--- src/rtl/muldiv_iter.sv ---
// muldiv_iter: iterative radix-2 multiply/divide unit.
//
// One shift-add (multiply) or restoring shift-subtract (divide) step is
// taken per cycle on operand magnitudes; the sign is fixed up on the last
// step. Divide-by-zero, signed overflow and unlisted opcodes skip the
// iteration and complete in a single cycle.
//
// Ports:
//   clk          rising-edge clock
//   rst          synchronous active-high reset
//   in_valid     request present              in_ready   unit idle, can accept
//   a, b         operands (XLEN)              alu_control  6-bit opcode
//   flush        kill operation in flight
//   out_valid    result/zero valid            out_ready  consumer takes result
//   result       XLEN result                  zero       result == 0
//
// state | meaning
// IDLE  | waiting for a request, in_ready high
// BUSY  | one iteration step per cycle, XLEN steps total
// DONE  | result held until out_ready or flush

module muldiv_iter #(
  parameter int XLEN       = 32,
  parameter bit RISCV_DIV0 = 1'b1
) (
  input  logic            clk,
  input  logic            rst,
  input  logic            in_valid,
  output logic            in_ready,
  input  logic [XLEN-1:0] a,
  input  logic [XLEN-1:0] b,
  input  logic [5:0]      alu_control,
  input  logic            flush,
  output logic            out_valid,
  input  logic            out_ready,
  output logic [XLEN-1:0] result,
  output logic            zero
);

  localparam int CW = $clog2(XLEN + 1);
  localparam logic [CW-1:0]   CNT_LAST = CW'(XLEN - 1);
  localparam logic [XLEN-1:0] SMIN     = {1'b1, {(XLEN-1){1'b0}}};

  localparam logic [5:0] OP_MUL    = 6'b000110;
  localparam logic [5:0] OP_MULH   = 6'b000111;
  localparam logic [5:0] OP_MULHSU = 6'b001000;
  localparam logic [5:0] OP_MULHU  = 6'b001001;
  localparam logic [5:0] OP_DIV    = 6'b001010;
  localparam logic [5:0] OP_DIVU   = 6'b001011;
  localparam logic [5:0] OP_REM    = 6'b001100;
  localparam logic [5:0] OP_REMU   = 6'b001101;

  typedef enum logic [1:0] {S_IDLE, S_BUSY, S_DONE} state_t;

  state_t              state_q, state_d;
  logic [CW-1:0]       cnt_q, cnt_d;
  // Multiply: {product high, multiplier/product low}.
  // Divide:   {partial remainder, dividend/quotient}.
  logic [2*XLEN-1:0]   acc_q, acc_d;
  // Multiplicand magnitude or divisor magnitude.
  logic [XLEN-1:0]     opb_q, opb_d;
  logic                is_div_q, is_div_d;
  // High half for multiply, remainder for divide.
  logic                sel_q, sel_d;
  logic                neg_q, neg_d;
  logic [XLEN-1:0]     result_q, result_d;
  logic                zero_q, zero_d;

  // Request decode
  logic            op_mul, op_div, op_sel, sgn_a, sgn_b;
  logic            a_neg, b_neg, b_zero, ovf, short_path;
  logic [XLEN-1:0] a_mag, b_mag, short_res;

  always_comb begin
    op_mul = 1'b0;
    op_div = 1'b0;
    op_sel = 1'b0;
    sgn_a  = 1'b0;
    sgn_b  = 1'b0;
    case (alu_control)
      OP_MUL:    op_mul = 1'b1;
      OP_MULH:   begin op_mul = 1'b1; op_sel = 1'b1; sgn_a = 1'b1; sgn_b = 1'b1; end
      OP_MULHSU: begin op_mul = 1'b1; op_sel = 1'b1; sgn_a = 1'b1; end
      OP_MULHU:  begin op_mul = 1'b1; op_sel = 1'b1; end
      OP_DIV:    begin op_div = 1'b1; sgn_a = 1'b1; sgn_b = 1'b1; end
      OP_DIVU:   op_div = 1'b1;
      OP_REM:    begin op_div = 1'b1; op_sel = 1'b1; sgn_a = 1'b1; sgn_b = 1'b1; end
      OP_REMU:   begin op_div = 1'b1; op_sel = 1'b1; end
      default:   ;
    endcase
  end

  always_comb begin
    a_neg  = sgn_a & a[XLEN-1];
    b_neg  = sgn_b & b[XLEN-1];
    // Negating the signed minimum yields itself, which is the correct
    // unsigned magnitude.
    a_mag  = a_neg ? -a : a;
    b_mag  = b_neg ? -b : b;
    b_zero = (b == '0);
    ovf    = op_div & sgn_b & (a == SMIN) & (b == '1);
    short_path = ~(op_mul | op_div) | (op_div & b_zero) | (RISCV_DIV0 & ovf);

    short_res = '0;
    if (!(op_mul || op_div)) begin
      short_res = '0;
    end else if (b_zero) begin
      if (RISCV_DIV0) short_res = op_sel ? a : '1;
      else            short_res = SMIN;
    end else if (ovf) begin
      short_res = op_sel ? '0 : a;
    end
  end

  // One iteration step
  logic [XLEN-1:0]   mul_addend;
  logic [XLEN:0]     mul_sum, div_shift, div_diff;
  logic [2*XLEN-1:0] acc_step;

  always_comb begin
    mul_addend = acc_q[0] ? opb_q : {XLEN{1'b0}};
    mul_sum    = {1'b0, acc_q[2*XLEN-1:XLEN]} + {1'b0, mul_addend};
    div_shift  = acc_q[2*XLEN-1:XLEN-1];
    div_diff   = div_shift - {1'b0, opb_q};
    if (is_div_q) begin
      // Borrow out of the top bit means the divisor did not fit: restore.
      if (div_diff[XLEN]) acc_step = {div_shift[XLEN-1:0], acc_q[XLEN-2:0], 1'b0};
      else                acc_step = {div_diff[XLEN-1:0],  acc_q[XLEN-2:0], 1'b1};
    end else begin
      acc_step = {mul_sum, acc_q[XLEN-1:1]};
    end
  end

  // Sign correction, applied to the output of the final step
  logic [2*XLEN-1:0] prod_fix;
  logic [XLEN-1:0]   div_val, div_fix, fin;

  always_comb begin
    prod_fix = neg_q ? -acc_step : acc_step;
    div_val  = sel_q ? acc_step[2*XLEN-1:XLEN] : acc_step[XLEN-1:0];
    div_fix  = neg_q ? -div_val : div_val;
    if (is_div_q) fin = div_fix;
    else          fin = sel_q ? prod_fix[2*XLEN-1:XLEN] : prod_fix[XLEN-1:0];
  end

  always_comb begin
    state_d  = state_q;
    cnt_d    = cnt_q;
    acc_d    = acc_q;
    opb_d    = opb_q;
    is_div_d = is_div_q;
    sel_d    = sel_q;
    neg_d    = neg_q;
    result_d = result_q;
    zero_d   = zero_q;
    case (state_q)
      S_IDLE: begin
        if (in_valid && !flush) begin
          cnt_d    = '0;
          is_div_d = op_div;
          sel_d    = op_sel;
          // Remainder follows the dividend; quotient and product take the xor.
          neg_d    = (op_div && op_sel) ? a_neg : (a_neg ^ b_neg);
          if (short_path) begin
            result_d = short_res;
            zero_d   = (short_res == '0);
            state_d  = S_DONE;
          end else begin
            opb_d   = op_div ? b_mag : a_mag;
            acc_d   = {{XLEN{1'b0}}, (op_div ? a_mag : b_mag)};
            state_d = S_BUSY;
          end
        end
      end
      S_BUSY: begin
        if (flush) begin
          state_d = S_IDLE;
        end else begin
          acc_d = acc_step;
          cnt_d = cnt_q + 1'b1;
          if (cnt_q == CNT_LAST) begin
            result_d = fin;
            zero_d   = (fin == '0);
            state_d  = S_DONE;
          end
        end
      end
      S_DONE: begin
        if (flush || out_ready) state_d = S_IDLE;
      end
      default: state_d = S_IDLE;
    endcase
  end

  always_ff @(posedge clk) begin
    if (rst) begin
      state_q  <= S_IDLE;
      cnt_q    <= '0;
      acc_q    <= '0;
      opb_q    <= '0;
      is_div_q <= 1'b0;
      sel_q    <= 1'b0;
      neg_q    <= 1'b0;
      result_q <= '0;
      zero_q   <= 1'b1;
    end else begin
      state_q  <= state_d;
      cnt_q    <= cnt_d;
      acc_q    <= acc_d;
      opb_q    <= opb_d;
      is_div_q <= is_div_d;
      sel_q    <= sel_d;
      neg_q    <= neg_d;
      result_q <= result_d;
      zero_q   <= zero_d;
    end
  end

  assign in_ready  = (state_q == S_IDLE);
  assign out_valid = (state_q == S_DONE);
  assign result    = result_q;
  assign zero      = zero_q;

endmodule

--- config.mk ---
export PLATFORM = sky130hd
export DESIGN_NAME = muldiv_iter
export DESIGN_NICKNAME = d
export VERILOG_FILES = /design/src/rtl/muldiv_iter.sv
export SDC_FILE = /design/constraint.sdc
export NUM_CORES = 1
export LEC_CHECK = 0
export ABC_CLOCK_PERIOD_IN_PS = 12000
export BUFFER_PORTS_ARGS = -buffer_cell sky130_fd_sc_hd__buf_2
export CAP_MARGIN = 15
export CORE_MARGIN = 3
export CORE_UTILIZATION = 25
export DETAILED_ROUTE_END_ITERATION = 6
export GPL_TIMING_DRIVEN = 0
export HOLD_SLACK_MARGIN = 0.1
export PLACE_DENSITY_LB_ADDON = 0.12
export SYNTH_ARGS = -nofsm -noshare
export SYNTH_HDL_FRONTEND = slang
export SYNTH_SLANG_ARGS = --single-unit
--- constraint.sdc ---
create_clock -name clk -period 12 [get_ports clk]
set_clock_uncertainty 0.1 [all_clocks]
set_input_delay 0.6 -clock clk [delete_from_list [all_inputs] [get_ports clk]]
set_output_delay 0.6 -clock clk [all_outputs]
set_load 0.02 [all_outputs]
======== Word-level counts from Yosys, hierarchy flattened ========
Index checks and enable logic that the tools add are counted.
operators by class
  add/sub/neg operators ................... 7
  equality and inequality tests ........... 20
  muxes and demuxes ....................... 46
  bitwise logic cells ..................... 12
  reductions and logical operators ........ 21
operator list
  kind                                                                    number
  32-bit two-way mux                                                      18
  64-bit two-way mux                                                      6
  64-bit case mux with 2 select lines                                     1
  32-bit zero test                                                        3
  32-bit negator                                                          3
  32-bit equality test (second input constant)                            2
  64-bit negator                                                          1
  32-bit case mux with 2 select lines                                     1
  6-bit by 4-bit equality test with 1-bit output (second input constant)  6
  32-bit by 32-bit adder with 33-bit output                               1
  33-bit by 32-bit subtractor with 33-bit output                          1
  6-bit by 3-bit equality test with 1-bit output (second input constant)  2
  6-bit two-way mux                                                       2
  6-bit case mux with 2 select lines                                      1
  4-bit OR reduction                                                      3
  1-bit two-way mux                                                       10
  2-bit two-way mux                                                       5
  3-bit AND reduction                                                     3
  6-bit by 1-bit adder with 6-bit output (second input constant)          1
  1-bit bitwise AND                                                       6
  6-bit by 5-bit equality test with 1-bit output (second input constant)  1
  2-bit by 1-bit != test with 1-bit output (second input constant)        3
  2-bit != test (second input constant)                                   3
  2-bit case mux with 3 select lines                                      1
  other kinds (17)                                                        22
storage, ports and cells
  register bits after elaboration ......... 140
  output and inout bits ................... 35

======== Longest topological paths before layout ========
Gate-level depths: netlist of run 1.
  depth in word-level cells ............... 13
  mapped depth ............................ 27

======== Worst setup path before layout of run 1 ========
No wires, ideal clock.
  path kind ............................... flip-flop to flip-flop
  start ................................... register acc_q[31]
  end ..................................... register zero_q, in the netlist zero
  library setup time ...................... 69 ps
  data arrival time ....................... 6042 ps
  path slack .............................. 5789 ps
  cell stages (with the launch flop) ...... 27
  buffers on the path ..................... 3
  period minus slack after synthesis ...... 6211 ps
  path through ............................ dfxtp_1 > inv_1 > ha_1 > inv_1 > fa_1 > a211oi_2 > nor4_4 > o21ai_2 > a21oi_2 > a211o_2 > buf_2 > buf_2 > buf_2 > nor3_1 > nor2_1 > mux2i_1 > ha_1 > o211ai_1 > mux2_2 > nor4_2 > nand2_2 > or4_4 > o41a_1 > a21oi_1 > or4b_1 > or4b_1 > o21ai_1
on the way
  longest elaborated chain between the ends .. 11
  elaborated cells between the ends (all ways) .. 14
  those cells by class .................... add/sub: 3; mux: 10; reduce/logical: 1
ends and longest elaborated chain
  item                                                         line      source
  from (decl)                                                  59        logic [2*XLEN-1:0] acc_q, acc_d;
  from (signal assigned)                                       199       acc_q <= '0;
  from (signal assigned)                                       209       acc_q <= acc_d;
  33-bit by 32-bit subtractor with 33-bit output               124       div_diff = div_shift - {1'b0, opb_q};
  64-bit two-way mux                                           127       if (div_diff[XLEN]) acc_step = {div_shift[XLEN-1:0], acc_q[XLEN-2:0], 1'b0};
  64-bit two-way mux *                                         125       if (is_div_q) begin
  64-bit negator / 32-bit two-way mux (equally long branches)  139, 140
  64-bit two-way mux / 32-bit negator (equally long branches)  139, 141
  32-bit two-way mux (on tied branches)                        143, 141
  32-bit two-way mux *                                         142       if (is_div_q) fin = div_fix;
  32-bit zero test *                                           183       zero_d = (fin == '0);
  1-bit two-way mux *                                          181       if (cnt_q == CNT_LAST) begin
  1-bit two-way mux *                                          176       if (flush) begin
  1-bit case mux with 2 select lines *                         156       case (state_q)
  to (signal assigned)                                         215       zero_q <= zero_d;
  to (decl)                                                    67        logic zero_q, zero_d;
Mark *: on every way between the ends. The rest lies on a longest branch, timed or not. The select of a mux whose other input is x is not followed.
A chain may end at the register's enable or synchronous reset.

======== Worst setup path after layout of run 1 ========
  start ................................... register is_div_q
  end ..................................... register zero_q, in the netlist zero
on the way
  longest elaborated chain between the ends .. 9
  elaborated cells between the ends (all ways) .. 12
  those cells by class .................... add/sub: 2; mux: 9; reduce/logical: 1
ends and longest elaborated chain
  item                                                         line      source
  from (decl)                                                  62        logic is_div_q, is_div_d;
  from (signal assigned)                                       211       is_div_q <= is_div_d;
  64-bit two-way mux                                           125
  64-bit negator / 32-bit two-way mux (equally long branches)  139, 140
  64-bit two-way mux / 32-bit negator (equally long branches)  139, 141
  32-bit two-way mux (on tied branches)                        143, 141
  32-bit two-way mux *                                         142
  32-bit zero test *                                           183
  1-bit two-way mux *                                          181
  1-bit two-way mux *                                          176
  1-bit case mux with 2 select lines *                         156
Marked as above.

==> impl_metrics.xml, run 1 <==
<?xml version="1.0" encoding="UTF-8"?>
<metrics>
  <group name="status">
    <metric name="run_status" unit="">finished clean</metric>
  </group>
  <group name="sta">
    <metric name="setup_total_negative_slack" unit="ns">0</metric>
    <metric name="worst_hold_slack" unit="ns">0.371</metric>
    <metric name="post-route-min-period" unit="ns">9.46</metric>
    <metric name="timing_hold_violations_final" unit="">0</metric>
    <metric name="timing.max_slew.rel_slack" unit="%">12.9</metric>
    <metric name="rsz0062_at_grt" unit="">no</metric>
    <metric name="fmaxAchievable" unit="GHz">0.106</metric>
    <metric name="report.final.setup_viol" unit="">0</metric>
    <metric name="slew_viol_final" unit="">0</metric>
    <metric name="worst_slew_pin_slew" unit="ns">1.27</metric>
    <metric name="period_share" unit="%">78.9</metric>
  </group>
  <group name="clocking">
    <metric name="clk_transition_reported_paths" unit="ns">0.08</metric>
    <metric name="post_cts_resized" unit="">0</metric>
    <metric name="clock_sinks" unit="">140</metric>
    <metric name="htree_levels" unit="">4</metric>
    <metric name="postCtsSetupRepairBufs" unit="">0</metric>
    <metric name="cts_max_path_buffers" unit="">2</metric>
    <metric name="clock-root-buffer" unit="">sky130_fd_sc_hd__clkbuf_16</metric>
    <metric name="numCtsBuffers" unit="">17</metric>
    <metric name="clock_insertion_delay_worst_skew" unit="ns">0.47</metric>
    <metric name="clock_tree_from_tritoncts" unit="">yes</metric>
    <metric name="cts_hold_repair.buffers" unit="">0</metric>
  </group>
  <group name="die">
    <metric name="core" unit="sq um">70500</metric>
    <metric name="ios" unit="">110</metric>
    <metric name="design.die.area" unit="sq um">75000</metric>
    <metric name="floorplan.die.width" unit="um">274</metric>
    <metric name="die_height" unit="um">274</metric>
    <metric name="initial_core_util" unit="%">25.4</metric>
    <metric name="std_cell_rows" unit="">97</metric>
  </group>
  <group name="routing">
    <metric name="drt.antenna.violating_nets" unit="">0</metric>
    <metric name="totalWireLength" unit="um">107000</metric>
    <metric name="avgViaCountPerCell" unit="">5.92</metric>
    <metric name="dr_total_vias" unit="">21950</metric>
    <metric name="dr.pass1.iters" unit="">7</metric>
    <metric name="drc" unit="">0</metric>
    <metric name="wire_per_inst" unit="um">28.8</metric>
    <metric name="initialDrtViolationCount" unit="">2253</metric>
  </group>
  <group name="placement">
    <metric name="placement.io_buffers" unit="">107</metric>
    <metric name="dp.final_hpwl" unit="um">88800</metric>
    <metric name="globalplace.congestion" unit="">1.01</metric>
  </group>
  <group name="grt">
    <metric name="met1_track_usage_gr" unit="%">36.4</metric>
    <metric name="grt_util_met2" unit="%">43.3</metric>
    <metric name="first_pass_grt_wire_length" unit="um">150000</metric>
    <metric name="grt-ovfl-total" unit="">0</metric>
    <metric name="gr-max-usage-layer" unit="">met2</metric>
    <metric name="grt_max_degree" unit="">19</metric>
    <metric name="first_global_vias" unit="">20707</metric>
    <metric name="grt_antenna_before_repair" unit="">2</metric>
    <metric name="grtUsageTotal" unit="%">27.7</metric>
    <metric name="grt.met3_usage" unit="%">5.49</metric>
  </group>
  <group name="critical_path">
    <metric name="critPathArrivalTime" unit="ns">9.77</metric>
    <metric name="crit_buf_inv" unit="">13</metric>
    <metric name="startpoint_type" unit="">register</metric>
    <metric name="crit_required" unit="ns">12.30</metric>
    <metric name="timing.critical_path.mode_cell" unit="">sky130_fd_sc_hd__buf_2</metric>
    <metric name="worstPathMaxFanout" unit="">10</metric>
    <metric name="cp_slowest_stage_delay" unit="ns">0.90</metric>
    <metric name="library_cell_contributing_the_largest_single_delay_on_the_critical_path" unit="">sky130_fd_sc_hd__buf_1</metric>
    <metric name="end_kind" unit="">register</metric>
    <metric name="worstSetupPathType" unit="">reg -&gt; reg</metric>
    <metric name="crit_family" unit="">buffers and inverters</metric>
    <metric name="critical_path.cell_chain" unit="">buf_2 -&gt; buf_2 -&gt; buf_2 -&gt; buf_2 -&gt; buf_2 -&gt; buf_1 -&gt; buf_2 -&gt; buf_2 -&gt; buf_2 -&gt; buf_1 -&gt; buf_2 -&gt; buf_1 -&gt; clkbuf_1 -&gt; a32oi_1 -&gt; a2111oi_0 -&gt; nand4_1 -&gt; or4b_1 -&gt; o21ai_1</metric>
  </group>
  <group name="power_and_ir_drop">
    <metric name="p_leak" unit="nW">7.50</metric>
    <metric name="swShare" unit="%">57.4</metric>
    <metric name="power.share.sequential" unit="%">17.2</metric>
    <metric name="power.share.combinational" unit="%">67.0</metric>
    <metric name="power_density" unit="nW/um^2">181</metric>
    <metric name="power_total" unit="mW">3.68</metric>
    <metric name="internal_power" unit="mW">1.57</metric>
    <metric name="share_clk_of_total_power" unit="%">15.8</metric>
    <metric name="irDropWorstVdd" unit="uV">109</metric>
    <metric name="power_switching" unit="mW">2.11</metric>
  </group>
  <group name="synth">
    <metric name="synth.ff_latch_count" unit="">140</metric>
    <metric name="synth_mux_area_share" unit="%">6.68</metric>
    <metric name="synth_top_flop_cell" unit="">sky130_fd_sc_hd__dfxtp_1</metric>
    <metric name="synth.cell_area" unit="sq um">17900</metric>
    <metric name="syn-num-nets" unit="">2767</metric>
    <metric name="synth-compound-area-share" unit="%">31.6</metric>
    <metric name="async_s_r_ff_share_synth" unit="%">0</metric>
    <metric name="netlist.top_cell.by_area" unit="">sky130_fd_sc_hd__dfxtp_1</metric>
    <metric name="synthesis.instances" unit="">2620</metric>
    <metric name="yosys-top-cells-area" unit="">sky130_fd_sc_hd__dfxtp_1 16%, sky130_fd_sc_hd__nor2_1 8.2%, sky130_fd_sc_hd__a21oi_1 5.8%, sky130_fd_sc_hd__ha_1 4.9%, sky130_fd_sc_hd__nand2_1 4.8%</metric>
    <metric name="post-synth-top-area-fraction" unit="%">15.6</metric>
    <metric name="library_cells_used_by_synthesis" unit="">99</metric>
    <metric name="synth_simple_gate_area_share" unit="%">29.5</metric>
    <metric name="synth-seq-area-share" unit="%">15.6</metric>
    <metric name="synth_top_family_by_area" unit="">compound AO/OA/AOI/OAI gates</metric>
    <metric name="xor_xnor_share_of_the_synthesized_area" unit="%">6.11</metric>
    <metric name="ys_warnings" unit="">0</metric>
    <metric name="synthesis.area_per_instance" unit="sq um">6.84</metric>
    <metric name="synth_fa_ha_area_share" unit="%">5.11</metric>
    <metric name="count_of_flip_flops_with_a_built_in_enable_after_synthesis" unit="">0</metric>
  </group>
  <group name="finish">
    <metric name="finalNetCount" unit="">2899</metric>
    <metric name="area_delta_synth_final" unit="%">13.3</metric>
    <metric name="final_cell_mix" unit="">390 x sky130_fd_sc_hd__nor2_1, 228 x sky130_fd_sc_hd__nand2_1, 209 x sky130_fd_sc_hd__a21oi_1</metric>
    <metric name="proportion_of_layout_cells_with_a_drive_suffix_above_1" unit="%">10.0</metric>
    <metric name="fillers" unit="">7831</metric>
    <metric name="most_common_library_cell_in_the_layout_ignoring_fill_and_taps" unit="">sky130_fd_sc_hd__nor2_1</metric>
  </group>
  <group name="min_path">
    <metric name="hold_class" unit="">reg -&gt; reg</metric>
  </group>
  <group name="flow_run">
    <metric name="max_cap_violations" unit="">0</metric>
  </group>
</metrics>
==> sequential cells by signal, summed over array words and instances (netlist names) <==
register and flops:
acc_q 64, cnt_q 6, is_div_q 1, neg_q 1
opb_q 32, result 32, sel_q 1, state_q 2
zero 1
==> final timing paths <==
check	start	end	slack (ns)	depth (start not counted)
worst min register to register	result[0]	result[0]	0.37	2
worst min-delay path	result[0]	result[0]	0.37	2
worst max register to register	is_div_q	zero	2.54	18
worst max-delay path	is_div_q	zero	2.54	18
==> power groups by stage <==
stage          combinational, mW  clock, mW  sequential, mW
2_1_floorplan               1.41          0           0.666
3_3_place_gp                2.39          0           0.638
3_5_place_dp                2.39          0           0.641
4_1_cts                     2.40      0.586           0.630
5_1_grt                     2.58      0.600           0.644
6_report                    2.47      0.581           0.633
==> kinds of logic (layout without fill, tap and decap cells) <==
group / Yosys count / in the layout
xor+xnor: 125 / 125
buf+inv: 239 / 384
compound gates: 831 / 831
flops: 140 / 140
simple gates: 1102 / 1102
other cells: 0 / 2
fa+ha+maj: 72 / 72
mux: 111 / 111
==> cell type report <==
type	instances	area, sq um	area share, %
flip-flops and latches	140	2800	13.8
inverters	62	233	1.15
clock inverters	15	189	0.930
plain buffers	177	719	3.54
well taps	940	1180	5.79
repair buffers	113	581	2.86
multi-input cells	2241	14200	69.8
clock buffers	17	425	2.09
diodes	2	5.00	0.0246
==> synthesized netlist by cell type (all sizes together), types with 10 or more instances <==
cell type  number
xor2           59
o22ai          19
dfxtp         140
o211ai         64
o21ai         124
a21o           30
or2            18
and3           16
a211oi        117
xnor2          66
nand2         230
o31ai          32
o21a           18
and2           59
mux2i          78
inv            61
a21boi         10
a22oi          35
or4            20
clkbuf        123
nor2b          19
or3            28
nand4          36
ha             70
nand2b         25
nor3          127
a211o          11
nor2          390
buf            54
nand3          61
a21oi         211
mux2           30
a31oi          25
nor4           38
==> tightest hold or removal path, cell delays in order (launching register included) <==
cell and delay (ns):
sky130_fd_sc_hd__dfxtp_1 0.32, sky130_fd_sc_hd__nand2_1 0.05, sky130_fd_sc_hd__a21oi_1 0.06
==> through the flow <==
stage / instances / cell area, sq um / setup slack (ns) / util, %
after floorplan: 2620 / 17900 / 5.79 / -
after global placement: 3667 / 19600 / 2.56 / 27.9
after detailed placement: 3672 / 19700 / 2.86 / 27.9
after CTS: 3704 / 20300 / 2.83 / 28.8
after global routing: 3705 / 20300 / 2.74 / 28.8
final: 3707 / 20300 / 2.54 / 28.8
==> per-layer routing <==
layer | part of all wire [%] | up-vias
met5 | 0 | -
met4 | 5.2 | 0
met3 | 8.1 | 182
met2 | 43 | 1069
met1 | 43 | 10654
li1 | - | 10045
(Power assumes the default switching activity.)
==> inputs of run 2 (changes only) <==
--- a/config.mk
+++ b/config.mk
@@ -5,7 +5,8 @@
 export SDC_FILE = /design/constraint.sdc
 export NUM_CORES = 1
 export LEC_CHECK = 0
-export ABC_CLOCK_PERIOD_IN_PS = 12000
+export ABC_AREA = 1
+export ABC_CLOCK_PERIOD_IN_PS = 9550
 export BUFFER_PORTS_ARGS = -buffer_cell sky130_fd_sc_hd__buf_2
 export CAP_MARGIN = 15
 export CORE_MARGIN = 3
==> constraint.sdc (replaced) <==
create_clock -name clk -period 9.55 [get_ports clk]
set_clock_uncertainty 0.1 [all_clocks]
set_input_delay 0.4775 -clock clk [delete_from_list [all_inputs] [get_ports clk]]
set_output_delay 0.4775 -clock clk [all_outputs]
set_load 0.02 [all_outputs]
==> run 2 against run 1 <==
Compared with the run above:
- first-iteration DRC count grew 23%
- sequential power shrank 3.9%
- global-route usage shrank 0.89 points
- clock power grew 24%
- die area grew 9.5%
- synthesized cell count grew 40%
- fmax grew 36%
- via count grew 14%
- clock-buffer cell count is the same
- core utilization shrank 0.32 points
- design area grew 9.0%
- total power shrank 41%
- critical endpoint unchanged
==> impl_metrics.xml, run 2 <==
<?xml version="1.0" encoding="UTF-8"?>
<metrics>
  <group name="die">
    <metric name="floorplan.die.width" unit="um">287</metric>
    <metric name="ios" unit="">110</metric>
    <metric name="design.die.area" unit="sq um">82100</metric>
    <metric name="core" unit="sq um">77700</metric>
    <metric name="initial_core_util" unit="%">25.3</metric>
    <metric name="std_cell_rows" unit="">102</metric>
    <metric name="die_height" unit="um">287</metric>
  </group>
  <group name="synth">
    <metric name="synth-seq-area-share" unit="%">14.2</metric>
    <metric name="syn-num-nets" unit="">3826</metric>
    <metric name="post-synth-top-area-fraction" unit="%">21.9</metric>
    <metric name="synth.top_cells.by_count" unit="">1147 x sky130_fd_sc_hd__nand2_1, 496 x sky130_fd_sc_hd__inv_1, 348 x sky130_fd_sc_hd__nor2_1</metric>
    <metric name="synth.ff_latch_count" unit="">140</metric>
    <metric name="synth.cell_area" unit="sq um">19700</metric>
    <metric name="library_cells_used_by_synthesis" unit="">60</metric>
    <metric name="count_of_flip_flops_with_a_built_in_enable_after_synthesis" unit="">0</metric>
    <metric name="synthesis.area_per_instance" unit="sq um">5.35</metric>
    <metric name="synth_top_flop_cell" unit="">sky130_fd_sc_hd__dfxtp_1</metric>
    <metric name="ys_warnings" unit="">0</metric>
    <metric name="yosys-top-cells-area" unit="">sky130_fd_sc_hd__nand2_1 22%, sky130_fd_sc_hd__dfxtp_1 14%, sky130_fd_sc_hd__inv_1 9.5%, sky130_fd_sc_hd__nand3_1 8.0%, sky130_fd_sc_hd__nor2_1 6.6%</metric>
    <metric name="synthesis.instances" unit="">3679</metric>
    <metric name="async_s_r_ff_share_synth" unit="%">0</metric>
    <metric name="yosys.cell_count.top_type" unit="">sky130_fd_sc_hd__nand2_1</metric>
    <metric name="netlist.top_cell.by_area" unit="">sky130_fd_sc_hd__nand2_1</metric>
  </group>
  <group name="clocking">
    <metric name="clock_insertion_delay_worst_skew" unit="ns">0.50</metric>
    <metric name="cts_hold_repair.buffers" unit="">0</metric>
    <metric name="clk_transition_reported_paths" unit="ns">0.07</metric>
    <metric name="clock_sinks" unit="">140</metric>
    <metric name="clock-root-buffer" unit="">sky130_fd_sc_hd__clkbuf_16</metric>
    <metric name="numCtsBuffers" unit="">17</metric>
    <metric name="clock_tree_from_tritoncts" unit="">yes</metric>
    <metric name="htree_levels" unit="">4</metric>
    <metric name="postCtsSetupRepairBufs" unit="">0</metric>
    <metric name="cts_max_path_buffers" unit="">2</metric>
    <metric name="post_cts_resized" unit="">0</metric>
  </group>
  <group name="sta">
    <metric name="timing.max_slew.rel_slack" unit="%">7.97</metric>
    <metric name="setup_total_negative_slack" unit="ns">0</metric>
    <metric name="period_share" unit="%">73.1</metric>
    <metric name="worst_case_setup_margin_in_the_final_layout" unit="ns">2.57</metric>
    <metric name="slew_viol_final" unit="">0</metric>
    <metric name="report.final.setup_viol" unit="">0</metric>
    <metric name="timing_hold_violations_final" unit="">0</metric>
    <metric name="post-route-min-period" unit="ns">6.98</metric>
    <metric name="worst_hold_slack" unit="ns">0.148</metric>
    <metric name="worst_slew_pin_slew" unit="ns">1.37</metric>
    <metric name="rsz0062_at_grt" unit="">no</metric>
    <metric name="fmaxAchievable" unit="GHz">0.143</metric>
  </group>
  <group name="grt">
    <metric name="grt_max_degree" unit="">17</metric>
    <metric name="first_global_vias" unit="">23031</metric>
    <metric name="gr-max-usage-layer" unit="">met2</metric>
    <metric name="grt_antenna_before_repair" unit="">2</metric>
    <metric name="grt_util_met2" unit="%">43.3</metric>
    <metric name="grt-ovfl-total" unit="">0</metric>
    <metric name="grtUsageTotal" unit="%">26.8</metric>
    <metric name="first_pass_grt_wire_length" unit="um">161000</metric>
    <metric name="met1_track_usage_gr" unit="%">36.8</metric>
    <metric name="grt.met3_usage" unit="%">3.18</metric>
  </group>
  <group name="critical_path">
    <metric name="timing.critical_path.mode_cell" unit="">sky130_fd_sc_hd__nand2_1</metric>
    <metric name="critPathArrivalTime" unit="ns">7.31</metric>
    <metric name="library_cell_contributing_the_largest_single_delay_on_the_critical_path" unit="">sky130_fd_sc_hd__dfxtp_1</metric>
    <metric name="cp_slowest_stage_delay" unit="ns">0.52</metric>
    <metric name="crit_buf_inv" unit="">5</metric>
    <metric name="end_kind" unit="">register</metric>
    <metric name="worstPathMaxFanout" unit="">7</metric>
    <metric name="startpoint_of_the_worst_register_to_register_path" unit="">opb_q[25]</metric>
    <metric name="critical_path.startpoint" unit="">opb_q[25]</metric>
    <metric name="crit_family" unit="">simple AND/OR/NAND/NOR gates</metric>
    <metric name="startpoint_type" unit="">register</metric>
    <metric name="crit_required" unit="ns">9.88</metric>
    <metric name="worstSetupPathType" unit="">reg -&gt; reg</metric>
  </group>
  <group name="finish">
    <metric name="largest_register_ff_count" unit="">64</metric>
    <metric name="regMostFlops" unit="">acc_q</metric>
    <metric name="most_common_library_cell_in_the_layout_ignoring_fill_and_taps" unit="">sky130_fd_sc_hd__nand2_1</metric>
    <metric name="proportion_of_layout_cells_with_a_drive_suffix_above_1" unit="%">8.63</metric>
    <metric name="regArea" unit="sq um">2800</metric>
    <metric name="multiInputGateArea" unit="sq um">14300</metric>
    <metric name="fillers" unit="">9184</metric>
    <metric name="area_delta_synth_final" unit="%">12.6</metric>
    <metric name="finalNetCount" unit="">3956</metric>
    <metric name="final_core_utilization" unit="%">28.5</metric>
    <metric name="final_cell_mix" unit="">1147 x sky130_fd_sc_hd__nand2_1, 496 x sky130_fd_sc_hd__inv_1, 348 x sky130_fd_sc_hd__nor2_1</metric>
  </group>
  <group name="power_and_ir_drop">
    <metric name="power_density" unit="nW/um^2">98.9</metric>
    <metric name="irDropWorstVdd" unit="uV">105</metric>
    <metric name="p_leak" unit="nW">11.1</metric>
  </group>
  <group name="flow_run">
    <metric name="max_cap_violations" unit="">0</metric>
  </group>
  <group name="routing">
    <metric name="dr_total_vias" unit="">25032</metric>
    <metric name="drt.antenna.violating_nets" unit="">0</metric>
    <metric name="drc" unit="">0</metric>
    <metric name="initialDrtViolationCount" unit="">2766</metric>
    <metric name="totalWireLength" unit="um">113000</metric>
    <metric name="dr.pass1.iters" unit="">6</metric>
    <metric name="wire_per_inst" unit="um">23.3</metric>
    <metric name="avgViaCountPerCell" unit="">5.15</metric>
  </group>
  <group name="min_path">
    <metric name="hold_class" unit="">in -&gt; reg</metric>
    <metric name="hold_start" unit="">out_ready</metric>
  </group>
  <group name="placement">
    <metric name="placement.io_buffers" unit="">108</metric>
    <metric name="pre_cts_ws" unit="ns">2.98</metric>
    <metric name="globalplace.congestion" unit="">0.981</metric>
    <metric name="dp.final_hpwl" unit="um">96500</metric>
  </group>
  <group name="status">
    <metric name="run_status" unit="">finished clean</metric>
  </group>
</metrics>
==> run 2: cell types whose count changed after synthesis, moves of 83 or more <==
cell	change
sky130_fd_sc_hd__nand2_1	+919
sky130_fd_sc_hd__inv_1	+435
sky130_fd_sc_hd__nand3_1	+254
sky130_fd_sc_hd__a211oi_1	-108
sky130_fd_sc_hd__o21ai_0	+99
sky130_fd_sc_hd__nor3_1	-83
==> run 2: worst paths after layout <==
path         slack (ns)          to  cells after the start
max                2.57        zero                     38
min                0.15  state_q[1]                      4
max reg2reg        2.57        zero                     38
min reg2reg        0.36  result[14]                      2
==> run 2: per-stage QoR <==
step | total power [mW] | cells | area, sq um
final | 2.19 | 4863 | 22200
after global routing | 2.28 | 4862 | 22100
after CTS | 2.18 | 4862 | 22100
after detailed placement | 1.46 | 4830 | 21500
after global placement | 1.46 | 4827 | 21500
after floorplan | 1.14 | 3679 | 19700
==> run 2: worst min-delay path: cells and delay by family <==
kind	cells	cell delay (ns)
simple gates	2	0.08
buf+inv	1	0.07
compound gates	1	0.05
==> run 2: kinds of logic after synthesis <==
logic type / synth area share [%]
simple gates: 46.2
buf+inv: 13.3
compound gates: 17.7
flops: 14.2
xor+xnor: 3.78
fa+ha+maj: 4.66
mux: 0.0572
==> run 2: per-layer routing <==
layer | share of wire, % | vias to the layer above
li1 | - | 12191
met1 | 45 | 11707
met2 | 45 | 984
met3 | 6.5 | 150
met4 | 3.5 | 0
met5 | 0 | -
==> run 2: cell type report <==
class / instances / area share (%)
Inverter: 521 / 8.83
Clock buffer: 17 / 1.92
Sequential cell: 140 / 12.7
Buffer: 142 / 2.97
Timing Repair Buffer: 111 / 2.58
Antenna cell: 1 / 0.0113
Clock inverter: 15 / 0.796
Multi-Input combinational cell: 2876 / 64.4
Tap cell: 1040 / 5.87
==> run 2: where the power goes <==
group          leakage, nW  switching, mW  internal, mW
combinational         9.70          0.628         0.235
sequential            1.13         0.0124         0.595
clock                0.300          0.325         0.394
